File: src/rtl/fc_argmax_1_pkg.sv
// Shared sizing defaults and FSM encoding for the FC output-layer argmax block.
// The defaults describe the standard 10-class head read from 4 banks.
package fc_argmax_1_pkg;

    localparam int FC_DATA_WIDTH_DEF  = 16;
    localparam int FC_PO_DEF          = 4;
    localparam int FC_OUTNEURON_DEF   = 10;
    localparam int FC_ADDR_WIDTH_DEF  = 4;
    localparam int FC_RD_LATENCY_DEF  = 2;
    localparam int FC_CLASS_IDX_DEF   = 4;

    function automatic int fc_ceil_div(input int num, input int den);
        return (num + den - 1) / den;
    endfunction

    localparam int FC_ARGMAX_WORDS = fc_ceil_div(FC_OUTNEURON_DEF, FC_PO_DEF);

    typedef enum logic [1:0] {
        ST_IDLE  = 2'd0,
        ST_READ  = 2'd1,
        ST_DRAIN = 2'd2,
        ST_DONE  = 2'd3
    } fc_state_t;

endpackage

File: src/rtl/fc_argmax_1_max_tree.sv
// Combinational signed max across PO lanes; only lanes with mask set compete,
// and ties keep the lowest lane.
module fc_max_tree #(
    parameter int DW = 16,
    parameter int PO = 4,
    parameter int LW = 2
) (
    input  logic [PO-1:0][DW-1:0] data,
    input  logic [PO-1:0]         mask,
    output logic [DW-1:0]         max_val,
    output logic [LW-1:0]         max_lane,
    output logic                  any_vld
);

    always_comb begin
        max_val  = '0;
        max_lane = '0;
        any_vld  = 1'b0;
        for (int k = 0; k < PO; k++) begin
            if (mask[k] && (!any_vld || $signed(data[k]) > $signed(max_val))) begin
                max_val  = data[k];
                max_lane = LW'(k);
                any_vld  = 1'b1;
            end
        end
    end

endmodule

File: src/rtl/fc_argmax_1.sv
// Streams the FC output-neuron RAM word by word and reports the index and value
// of the largest signed neuron, pulsing done once per run.
module fc_argmax_1
    import fc_argmax_1_pkg::*;
#(
    parameter int DATA_WIDTH_FC           = FC_DATA_WIDTH_DEF,
    parameter int PO                      = FC_PO_DEF,
    parameter int OUTNEURON               = FC_OUTNEURON_DEF,
    parameter int FC_OUTNEURON_ADDR_WIDTH = FC_ADDR_WIDTH_DEF,
    parameter int FC_OUT_RD_LATENCY       = FC_RD_LATENCY_DEF,
    parameter int FC_CLASS_IDX_WIDTH      = FC_CLASS_IDX_DEF
) (
    input  logic                              clock,
    input  logic                              reset,
    input  logic                              enable,
    output logic                              busy,
    output logic [FC_OUTNEURON_ADDR_WIDTH-1:0] address_a_t_use_out,
    output logic [FC_OUTNEURON_ADDR_WIDTH-1:0] address_b_t_use_out,
    output logic                              rden_a_use_out,
    output logic                              rden_b_use_out,
    output logic                              wren_a_use_out,
    output logic                              wren_b_use_out,
    input  logic [DATA_WIDTH_FC*PO-1:0]       fc_q_a_all_out,
    output logic [FC_CLASS_IDX_WIDTH-1:0]     class_idx,
    output logic [DATA_WIDTH_FC-1:0]          class_max,
    output logic                              done
);

    localparam int WORDS = fc_ceil_div(OUTNEURON, PO);
    localparam int LAT   = FC_OUT_RD_LATENCY;
    localparam int AW    = FC_OUTNEURON_ADDR_WIDTH;
    localparam int DW    = DATA_WIDTH_FC;
    localparam int CIW   = FC_CLASS_IDX_WIDTH;
    localparam int LW    = (PO > 1) ? $clog2(PO) : 1;
    localparam int CMAX  = (WORDS > LAT) ? WORDS : LAT;
    localparam int CNT_W = $clog2(CMAX + 1);

    fc_state_t          state, state_nxt;
    logic [CNT_W-1:0]   cnt, cnt_nxt;

    logic               rd_en;
    logic [AW-1:0]      rd_addr;

    // vld_pipe[i]/word_pipe[i]: a read issued i cycles ago; stage LAT lines up with q.
    logic [LAT:1]          vld_pipe;
    logic [LAT:1][AW-1:0]  word_pipe;

    logic [PO-1:0][DW-1:0] lane_data;
    logic [PO-1:0]         lane_ok;
    logic [DW-1:0]         t_max;
    logic [LW-1:0]         t_lane;
    logic                  t_any;

    logic [DW-1:0]         run_max;
    logic [CIW-1:0]        run_idx;
    logic                  have_max;
    logic                  take;
    logic [DW-1:0]         merged_max;
    logic [CIW-1:0]        merged_idx;
    logic [CIW-1:0]        cand_idx;

    always_comb begin
        state_nxt = state;
        cnt_nxt   = cnt;
        case (state)
            ST_IDLE: begin
                cnt_nxt = '0;
                if (enable) state_nxt = ST_READ;
            end
            ST_READ: begin
                if (cnt == CNT_W'(WORDS - 1)) begin
                    state_nxt = ST_DRAIN;
                    cnt_nxt   = '0;
                end else begin
                    cnt_nxt = cnt + 1'b1;
                end
            end
            ST_DRAIN: begin
                if (cnt == CNT_W'(LAT - 1)) begin
                    state_nxt = ST_DONE;
                    cnt_nxt   = '0;
                end else begin
                    cnt_nxt = cnt + 1'b1;
                end
            end
            ST_DONE: begin
                state_nxt = ST_IDLE;
                cnt_nxt   = '0;
            end
            default: begin
                state_nxt = ST_IDLE;
                cnt_nxt   = '0;
            end
        endcase
    end

    assign rd_en   = (state == ST_READ);
    assign rd_addr = rd_en ? AW'(cnt) : '0;

    assign busy                = (state != ST_IDLE);
    assign done                = (state == ST_DONE);
    assign rden_a_use_out      = rd_en;
    assign address_a_t_use_out = rd_addr;
    assign address_b_t_use_out = '0;
    assign rden_b_use_out      = 1'b0;
    assign wren_a_use_out      = 1'b0;
    assign wren_b_use_out      = 1'b0;

    assign lane_data = fc_q_a_all_out;

    // Padding lanes past OUTNEURON are masked out so their contents never matter.
    always_comb begin
        lane_ok = '0;
        for (int k = 0; k < PO; k++)
            lane_ok[k] = vld_pipe[LAT] && ((int'(word_pipe[LAT]) * PO + k) < OUTNEURON);
    end

    fc_max_tree #(
        .DW (DW),
        .PO (PO),
        .LW (LW)
    ) u_max_tree (
        .data     (lane_data),
        .mask     (lane_ok),
        .max_val  (t_max),
        .max_lane (t_lane),
        .any_vld  (t_any)
    );

    // Strictly-greater replacement keeps the earliest index on ties across words.
    always_comb begin
        cand_idx   = CIW'(int'(word_pipe[LAT]) * PO + int'(t_lane));
        take       = t_any && (!have_max || $signed(t_max) > $signed(run_max));
        merged_max = take ? t_max    : run_max;
        merged_idx = take ? cand_idx : run_idx;
    end

    always_ff @(posedge clock) begin
        if (reset) begin
            state     <= ST_IDLE;
            cnt       <= '0;
            vld_pipe  <= '0;
            word_pipe <= '0;
            run_max   <= '0;
            run_idx   <= '0;
            have_max  <= 1'b0;
            class_idx <= '0;
            class_max <= '0;
        end else begin
            state        <= state_nxt;
            cnt          <= cnt_nxt;
            vld_pipe[1]  <= rd_en;
            word_pipe[1] <= rd_addr;
            for (int i = 2; i <= LAT; i++) begin
                vld_pipe[i]  <= vld_pipe[i-1];
                word_pipe[i] <= word_pipe[i-1];
            end
            if (state == ST_IDLE && enable) begin
                have_max <= 1'b0;
            end else if (take) begin
                run_max  <= t_max;
                run_idx  <= cand_idx;
                have_max <= 1'b1;
            end
            // The last word lands in the final DRAIN cycle, so fold it in here.
            if (state == ST_DRAIN && state_nxt == ST_DONE) begin
                class_idx <= merged_idx;
                class_max <= merged_max;
            end
        end
    end

endmodule

File: config.mk
export PLATFORM = sky130hd
export DESIGN_NAME = fc_argmax_1
export DESIGN_NICKNAME = d
export VERILOG_FILES = /design/src/rtl/fc_argmax_1_pkg.sv /design/src/rtl/fc_argmax_1_max_tree.sv /design/src/rtl/fc_argmax_1.sv
export SDC_FILE = /design/constraint.sdc
export NUM_CORES = 1
export LEC_CHECK = 0
export BUFFER_PORTS_ARGS = -buffer_cell sky130_fd_sc_hd__buf_2
export CORE_MARGIN = 2
export CORE_UTILIZATION = 40
export CTS_CLUSTER_SIZE = 8
export DETAILED_ROUTE_END_ITERATION = 6
export PLACE_DENSITY = 0.66
export SETUP_SLACK_MARGIN = 0.1
export SLEW_MARGIN = 5
export SYNTH_ARGS = -nofsm -noshare
export SYNTH_HDL_FRONTEND = slang
export SYNTH_HIERARCHICAL = 1
export SYNTH_SLANG_ARGS = --single-unit
File: constraint.sdc
create_clock -name clock -period 11.28 [get_ports clock]
set_clock_uncertainty 0.1 [all_clocks]
set_input_delay 0.564 -clock clock [delete_from_list [all_inputs] [get_ports clock]]
set_output_delay 0.564 -clock clock [all_outputs]
set_load 0.05 [all_outputs]
======== Word-level counts from Yosys, hierarchy flattened ========
Cells that the tools add are included.
storage, ports and cells
  output and inout bits ................... 34
  flip-flop bits (word level) ............. 55
  memory bits (read-only) ................. 0
  logic and storage cells ................. 72
  memories ................................ 0
  input port bits ......................... 67
  latch bits .............................. 0
  memory bits (writable) .................. 0
cells by class
  order comparisons ....................... 8
  bitwise logic cells ..................... 0
  div/mod/pow operators ................... 0
  $add $sub $neg .......................... 5
  multiplexer cells ....................... 21
  multiply operators ...................... 0
  equal/unequal tests ..................... 6
  shift operators ......................... 0
  reductions and logical operators ........ 22
operators by type and width
  kind                 count
  $mux 16              5
  $gt 16x16->1         4
  $lt 7x4->1 const B   3
  $mux 2               8
  $add 6x2->7 const B  2
  $logic_and 1x1->1    10
  $eq 2x2->1 const B   4
  $pmux 2 s4           1
  $add 6x1->7 const B  1
  $lt 6x4->1 const B   1
  $pmux 2 s3           1
  $mux 1               5
  $add 4x2->4          1
  $eq 2x1->1 const B   2
  $logic_not 1->1      4
  $logic_or 1x1->1     4
  $mux 4               1
  $reduce_or 2->1      2
  $add 2x1->2 const B  1
  $logic_not 2->1      1
  $reduce_bool 2->1    1

======== Logic depth before layout (Yosys ltp) ========
  word-level depth ........................ 19
  depth in mapped cells ................... 40
  mapped depth without buffers ............ 33

======== Modules after synthesis ========
The synthesis kept the hierarchy.
by module, submodules not included
  module       area each (um^2)  times used  seq. area each (um^2)  cells each
  fc_argmax_1  2702.6            1           1021.0                 301
  fc_max_tree  2094.5            1           0.0                    287

======== Worst setup path after synthesis ========
No wires, ideal clock.
  path type ............................... register to register
  start point ............................. reg word_pipe[5] in the netlist's numbering
  end point ............................... reg class_idx[0]
  clock period less this slack ............ 9.056 ns
  arrival time ............................ 8.837 ns
  required time ........................... 11.061 ns
  setup time .............................. 0.119 ns
  cell stages (with the launch flop) ...... 41
  path slack .............................. 2.224 ns
  path buffers ............................ 8
  path through ............................ dfxtp_1 a21boi_0 clkbuf_1 buf_1 nand2_1 ha_1 nand4_1 nor4_1 nor2_1 a22o_1 clkbuf_1 or3_1 and2_1 ha_1 nand4_2 nor3_1 a211oi_1 or4b_1 (+5 left out) inv_1 ha_1 a211oi_1 o221a_2 o21ai_0 a21oi_1 mux2_2 o211ai_2 buf_4 mux2_2 ha_1 a21o_1 a31oi_1 o21ai_1 a211oi_2 mux2_4 buf_6 o221a_1
between the ends
  longest elaborated chain between the ends .. 19
  elaborated cells between the ends (all ways) .. 39
  those cells by class .................... 4 x add/sub; 8 x order compare; 12 x mux; 15 x reduce/logical
ends and longest elaborated chain
  element                                                 RTL line                    RTL
  from (decl)                                             fc_argmax_1.sv:46           logic [LAT:1][AW-1:0] word_pipe;
  from (signal, indexed assignment)                       fc_argmax_1.sv:156          word_pipe[i] <= word_pipe[i-1];
  $lt 6x4->1 *                                            fc_argmax_1.sv:115          lane_ok[k] = vld_pipe[LAT] && ((int'(word_pipe[LAT]) * PO + k) < OUTNEURON);
  $logic_and 1x1->1 *                                     fc_argmax_1.sv:115
  named net lane_ok[0]                                    fc_argmax_1.sv:49           logic [PO-1:0] lane_ok;
  $mux 16 / $mux 1 (equally long branches)                fc_argmax_1_max_tree.sv:20  if (mask[k] && (!any_vld || $signed(data[k]) > $signed(max_val))) begin
  $gt 16x16->1 / $logic_not 1->1 (equally long branches)  fc_argmax_1_max_tree.sv:20
  $logic_or 1x1->1                                        fc_argmax_1_max_tree.sv:20
  $logic_and 1x1->1                                       fc_argmax_1_max_tree.sv:20
  $mux 16 / $mux 1 (equally long branches)                fc_argmax_1_max_tree.sv:20
  (+5 left out)                                           n/a
  $logic_or 1x1->1                                        fc_argmax_1_max_tree.sv:20
  $logic_and 1x1->1                                       fc_argmax_1_max_tree.sv:20
  $mux 16 *                                               fc_argmax_1_max_tree.sv:20
  named net t_max[13]                                     fc_argmax_1.sv:50           logic [DW-1:0] t_max;
  $gt 16x16->1 *                                          fc_argmax_1.sv:133          take = t_any && (!have_max || $signed(t_max) > $signed(run_max));
  $logic_or 1x1->1 *                                      fc_argmax_1.sv:133
  $logic_and 1x1->1 *                                     fc_argmax_1.sv:133
  $mux 4 *                                                n/a
  to (signal assigned)                                    fc_argmax_1.sv:167          class_idx <= merged_idx;
  to (decl)                                               fc_argmax_1.sv:24           output logic [FC_CLASS_IDX_WIDTH-1:0] class_idx,
The timed path passes the listed nets; every way through them passes the cells marked *.
A chain may end at the register's enable or synchronous reset.

======== Worst setup path after layout ========
  start point ............................. reg vld_pipe[2] in the netlist's numbering
  end point ............................... reg run_max[0]
between the ends
  longest elaborated chain between the ends .. 18
  elaborated cells between the ends (all ways) .. 28
  those cells by class .................... 4 x order compare; 9 x mux; 15 x reduce/logical
ends and longest elaborated chain
  element                                                 RTL line                    RTL
  from (decl)                                             fc_argmax_1.sv:45           logic [LAT:1] vld_pipe;
  from (signal, indexed assignment)                       fc_argmax_1.sv:155          vld_pipe[i] <= vld_pipe[i-1];
  $logic_and 1x1->1 *                                     fc_argmax_1.sv:115
  named net lane_ok[0]                                    fc_argmax_1.sv:49
  $mux 16 / $mux 1 (equally long branches)                fc_argmax_1_max_tree.sv:20
  $gt 16x16->1 / $logic_not 1->1 (equally long branches)  fc_argmax_1_max_tree.sv:20
  $logic_or 1x1->1                                        fc_argmax_1_max_tree.sv:20
  $logic_and 1x1->1                                       fc_argmax_1_max_tree.sv:20
  $mux 16 / $mux 1 (equally long branches)                fc_argmax_1_max_tree.sv:20
  $gt 16x16->1 / $logic_not 1->1 (equally long branches)  fc_argmax_1_max_tree.sv:20
  (+4 left out)                                           n/a
  $logic_or 1x1->1                                        fc_argmax_1_max_tree.sv:20
  $logic_and 1x1->1                                       fc_argmax_1_max_tree.sv:20
  $mux 16 *                                               fc_argmax_1_max_tree.sv:20
  named net t_max[13]                                     fc_argmax_1.sv:50
  $gt 16x16->1 *                                          fc_argmax_1.sv:133
  $logic_or 1x1->1 *                                      fc_argmax_1.sv:133
  $logic_and 1x1->1 *                                     fc_argmax_1.sv:133
  $mux 16 *                                               n/a
  to (signal assigned)                                    fc_argmax_1.sv:161          run_max <= t_max;
  to (decl)                                               fc_argmax_1.sv:54           logic [DW-1:0] run_max;
Marked as above.

==> insert_results.sql <==
INSERT INTO impl_metrics (metric_group, metric, value, unit) VALUES
('power', 'power.density_cell_area', '104', 'mW/mm^2'),
('logic_synthesis', 'avg_cell_area_syn', '8.16', 'um^2'),
('sta', 'grt_setup_unrepaired', 'no', ''),
('drt', 'detail_route.drc_violations', '0', ''),
('logic_synthesis', 'yosys_register_bits', '51', ''),
('critical_path', 'cp_data_required_time', '11.39', 'ns'),
('logic_synthesis', 'post-synth-top-area-fraction', '0.213', ''),
('placed_design', 'gpl.final_weighted_congestion', '0.877', ''),
('critical_path', 'critPathMostFrequentCell', 'sky130_fd_sc_hd__ha_1', ''),
('sta', 'timing.final.hold_violations', '0', ''),
('floorplan', 'design.die.area', '0.0129', 'mm^2'),
('logic_synthesis', 'synthCells', '588', ''),
('global_routing', 'grt_start_max_net_pins', '70', ''),
('critical_path', 'cp_data_arrival_time', '10.48', 'ns'),
('logic_synthesis', 'synthFlopType', 'sky130_fd_sc_hd__dfxtp_1', ''),
('power', 'finalPower', '0.000565', 'W'),
('logic_synthesis', 'yosysUniqueCellTypes', '54', ''),
('drt', 'post_drt_wl_per_cell', '15.7', 'um'),
('sta', 'worstMarginPinSlew', '1.12', 'ns'),
('floorplan', 'start_util', '0.415', ''),
('clock_network', 'tritoncts_num_sinks', '51', ''),
('cells_and_area', 'final_net_count', '790', ''),
('floorplan', 'chipHeight', '114', 'um'),
('job', 'drv.max_cap_violation_count', '0', ''),
('drt', 'postRouteAntennaNets', '0', ''),
('logic_synthesis', 'synth_commonest_cells', 'sky130_fd_sc_hd__ha_1 (64), sky130_fd_sc_hd__nor2_1 (53), sky130_fd_sc_hd__dfxtp_1 (51), sky130_fd_sc_hd__nand2b_1 (49), sky130_fd_sc_hd__inv_1 (44)', ''),
('sta', 'max_clock_freq', '0.0964', 'GHz'),
('placed_design', 'io_buffers', '91', ''),
('drt', 'drt-pass1-iter-count', '5', ''),
('logic_synthesis', 'synth_largest_area_cell', 'sky130_fd_sc_hd__dfxtp_1', ''),
('power', 'ir_drop', '0.0000788', 'V'),
('logic_synthesis', 'async_flop_share', '0', ''),
('cells_and_area', 'share_of_final_layout_standard_cells_stronger_than_drive_strength_1', '0.206', ''),
('sta', 'max_slew_margin', '0.250', ''),
('floorplan', 'die_wd', '114', 'um'),
('status', 'run_status', 'complete, no violations', ''),
('logic_synthesis', 'netlist_area', '0.00480', 'mm^2'),
('worst_hold_path', 'min-delay-path-class', 'flop to flop', ''),
('critical_path', 'crit_slowest_cell', 'sky130_fd_sc_hd__or4b_1', ''),
('sta', 'timing.setup.tns', '0', 'ns'),
('clock_network', 'cts_setup_buffers', '0', ''),
('global_routing', 'global_route.usage.total', '0.196', ''),
('clock_network', 'cts_made_buffers', '5', ''),
('floorplan', 'coreArea', '0.0116', 'mm^2'),
('logic_synthesis', 'number_of_enable_type_register_cells_in_the_synthesized_netlist', '0', ''),
('global_routing', 'grt_remaining_overflow', '0', ''),
('global_routing', 'grt_pass1_wl', '20900', 'um'),
('sta', 'final.min_clock_period', '10.37', 'ns'),
('placed_design', 'post_detail_place_hpwl', '9970', 'um'),
('global_routing', 'first_global_vias', '4528', ''),
('critical_path', 'criticalPathCategory', 'flop to flop', ''),
('drt', 'finalWirelength', '12600', 'um'),
('logic_synthesis', 'yosysWarningCount', '6', ''),
('critical_path', 'critical_path.endpoint_type', 'flop', ''),
('sta', 'timing_max_transition_violations_final', '0', ''),
('drt', 'initialDrtViolationCount', '235', ''),
('critical_path', 'critPathMaxFanout', '33', ''),
('logic_synthesis', 'netlist_top_cells_area', 'sky130_fd_sc_hd__dfxtp_1 (21%), sky130_fd_sc_hd__ha_1 (17%), sky130_fd_sc_hd__nand2b_1 (6.4%)', ''),
('logic_synthesis', 'yosysSeqAreaShare', '0.213', ''),
('cells_and_area', 'areaGrowthSynthToFinish', '13.3', '%'),
('critical_path', 'category_of_the_worst_setup_path_launch_point', 'flop', ''),
('floorplan', 'core.rowCount', '39', ''),
('sta', 'final.period_utilization', '0.920', ''),
('clock_network', 'root_buffer', 'sky130_fd_sc_hd__clkbuf_16', ''),
('floorplan', 'ioPinCount', '101', ''),
('cells_and_area', 'layout.filler_cells', '1111', ''),
('critical_path', 'delay_of_the_slowest_cell_on_the_worst_path', '0.83', 'ns'),
('drt', 'vias', '4496', ''),
('clock_network', 'clockBufferDepth', '2', ''),
('sta', 'final_setup_violation_count', '0', ''),
('power', 'total_leakage_power', '2.30', 'nW'),
('drt', 'avgViaCountPerCell', '5.59', ''),
('clock_network', 'cts_htree_levels', '2', ''),
('clock_network', 'cts_tree', 'yes', ''),
('clock_network', 'clkTransAtPathRegs', '0.07', 'ns'),
('logic_synthesis', 'post-synth-top-count-cell', 'sky130_fd_sc_hd__ha_1', ''),
('global_routing', 'antenna_violations_before_repair', '2', ''),
('clock_network', 'clkLatencyLatePin', '0.29', 'ns');
## where the power goes
group / total, W / internal [W] / switching (W)
Combinational: 0.000198 / 0.0000840 / 0.000114
Sequential: 0.000191 / 0.000186 / 0.00000506
Clock: 0.000175 / 0.000110 / 0.0000648
## path summary, 6_finish.rpt
kind | to | startpoint | slack (ns) | cells after the start
hold reg to reg | word_pipe[4] | word_pipe[0] | 0.33 | 1
hold / removal | word_pipe[4] | word_pipe[0] | 0.33 | 1
setup / recovery | run_max[0] | vld_pipe[2] | 0.91 | 34
setup reg to reg | run_max[0] | vld_pipe[2] | 0.91 | 34
## final cells by class
class	instances	area, um^2	area share
multi-input cells	460	3390	0.624
repair buffers	97	500	0.0921
flip-flops and latches	51	1020	0.188
clock buffers	6	139	0.0256
clock inverters	2	35.0	0.00645
diodes	2	5.00	0.000921
well taps	143	179	0.0329
inverters	44	165	0.0304
## sequential cells by signal, indices dropped and copies added (netlist names)
name       count
class_idx      4
class_max     16
cnt            2
have_max       1
run_idx        4
run_max       16
state          2
vld_pipe       2
word_pipe      4
## placed cells by master, fill, tap and decap left out, drive strengths merged, types with 7 or more instances in the layout
cell / instances
buf: 97
ha: 64
nor2: 53
dfxtp: 51
nand2b: 49
inv: 44
a31oi: 34
nand2: 32
a21oi: 22
and2: 22
mux2i: 22
o221a: 21
mux2: 18
o31ai: 16
or3: 16
nand4: 14
o21ai: 11
nor2b: 9
conb: 9
a21o: 7
## repair_timing
action / 4_1_cts / 5_1_grt
hold buffers: 0 / 0
endpoints found under the setup margin: 0 / 35
gates resized for setup: 0 / 2
## per-stage QoR
step	hold slack, ns	cell area (um^2)	worst slack (ns)	instances	util
floorplan	0.314	4830	2.22	596	-
detailed placement	0.324	5250	0.626	795	0.454
global route	0.360	5430	0.182	805	0.470
CTS	0.337	5420	0.597	803	0.469
global placement	0.321	5250	1.11	795	0.454
finish	0.334	5430	0.906	805	0.470
## worst max-delay path, delay by kind of cell, from the launching register on
kind | cells | cell delay, ns
AND/OR/NAND/NOR | 11 | 3.25
AO/OA/AOI/OAI | 12 | 2.95
multiplexers | 4 | 1.64
adder cells (fa/ha/maj) | 4 | 1.28
buffers and inverters | 3 | 0.73
flip-flops | 1 | 0.33
## per-layer routing
metal	global-route usage	wire (um)
met5	0	0
met4	0.0650	298
met3	0.0298	582
met2	0.333	5990
met1	0.254	5740
## cells by family after synthesis
group / synth area share
other: 0.000782
buffers and inverters: 0.0897
multiplexers: 0.0889
adder cells (fa/ha/maj): 0.167
flip-flops: 0.213
AND/OR/NAND/NOR: 0.241
AO/OA/AOI/OAI: 0.200
Note: power is estimated with default switching activity, not from simulation.
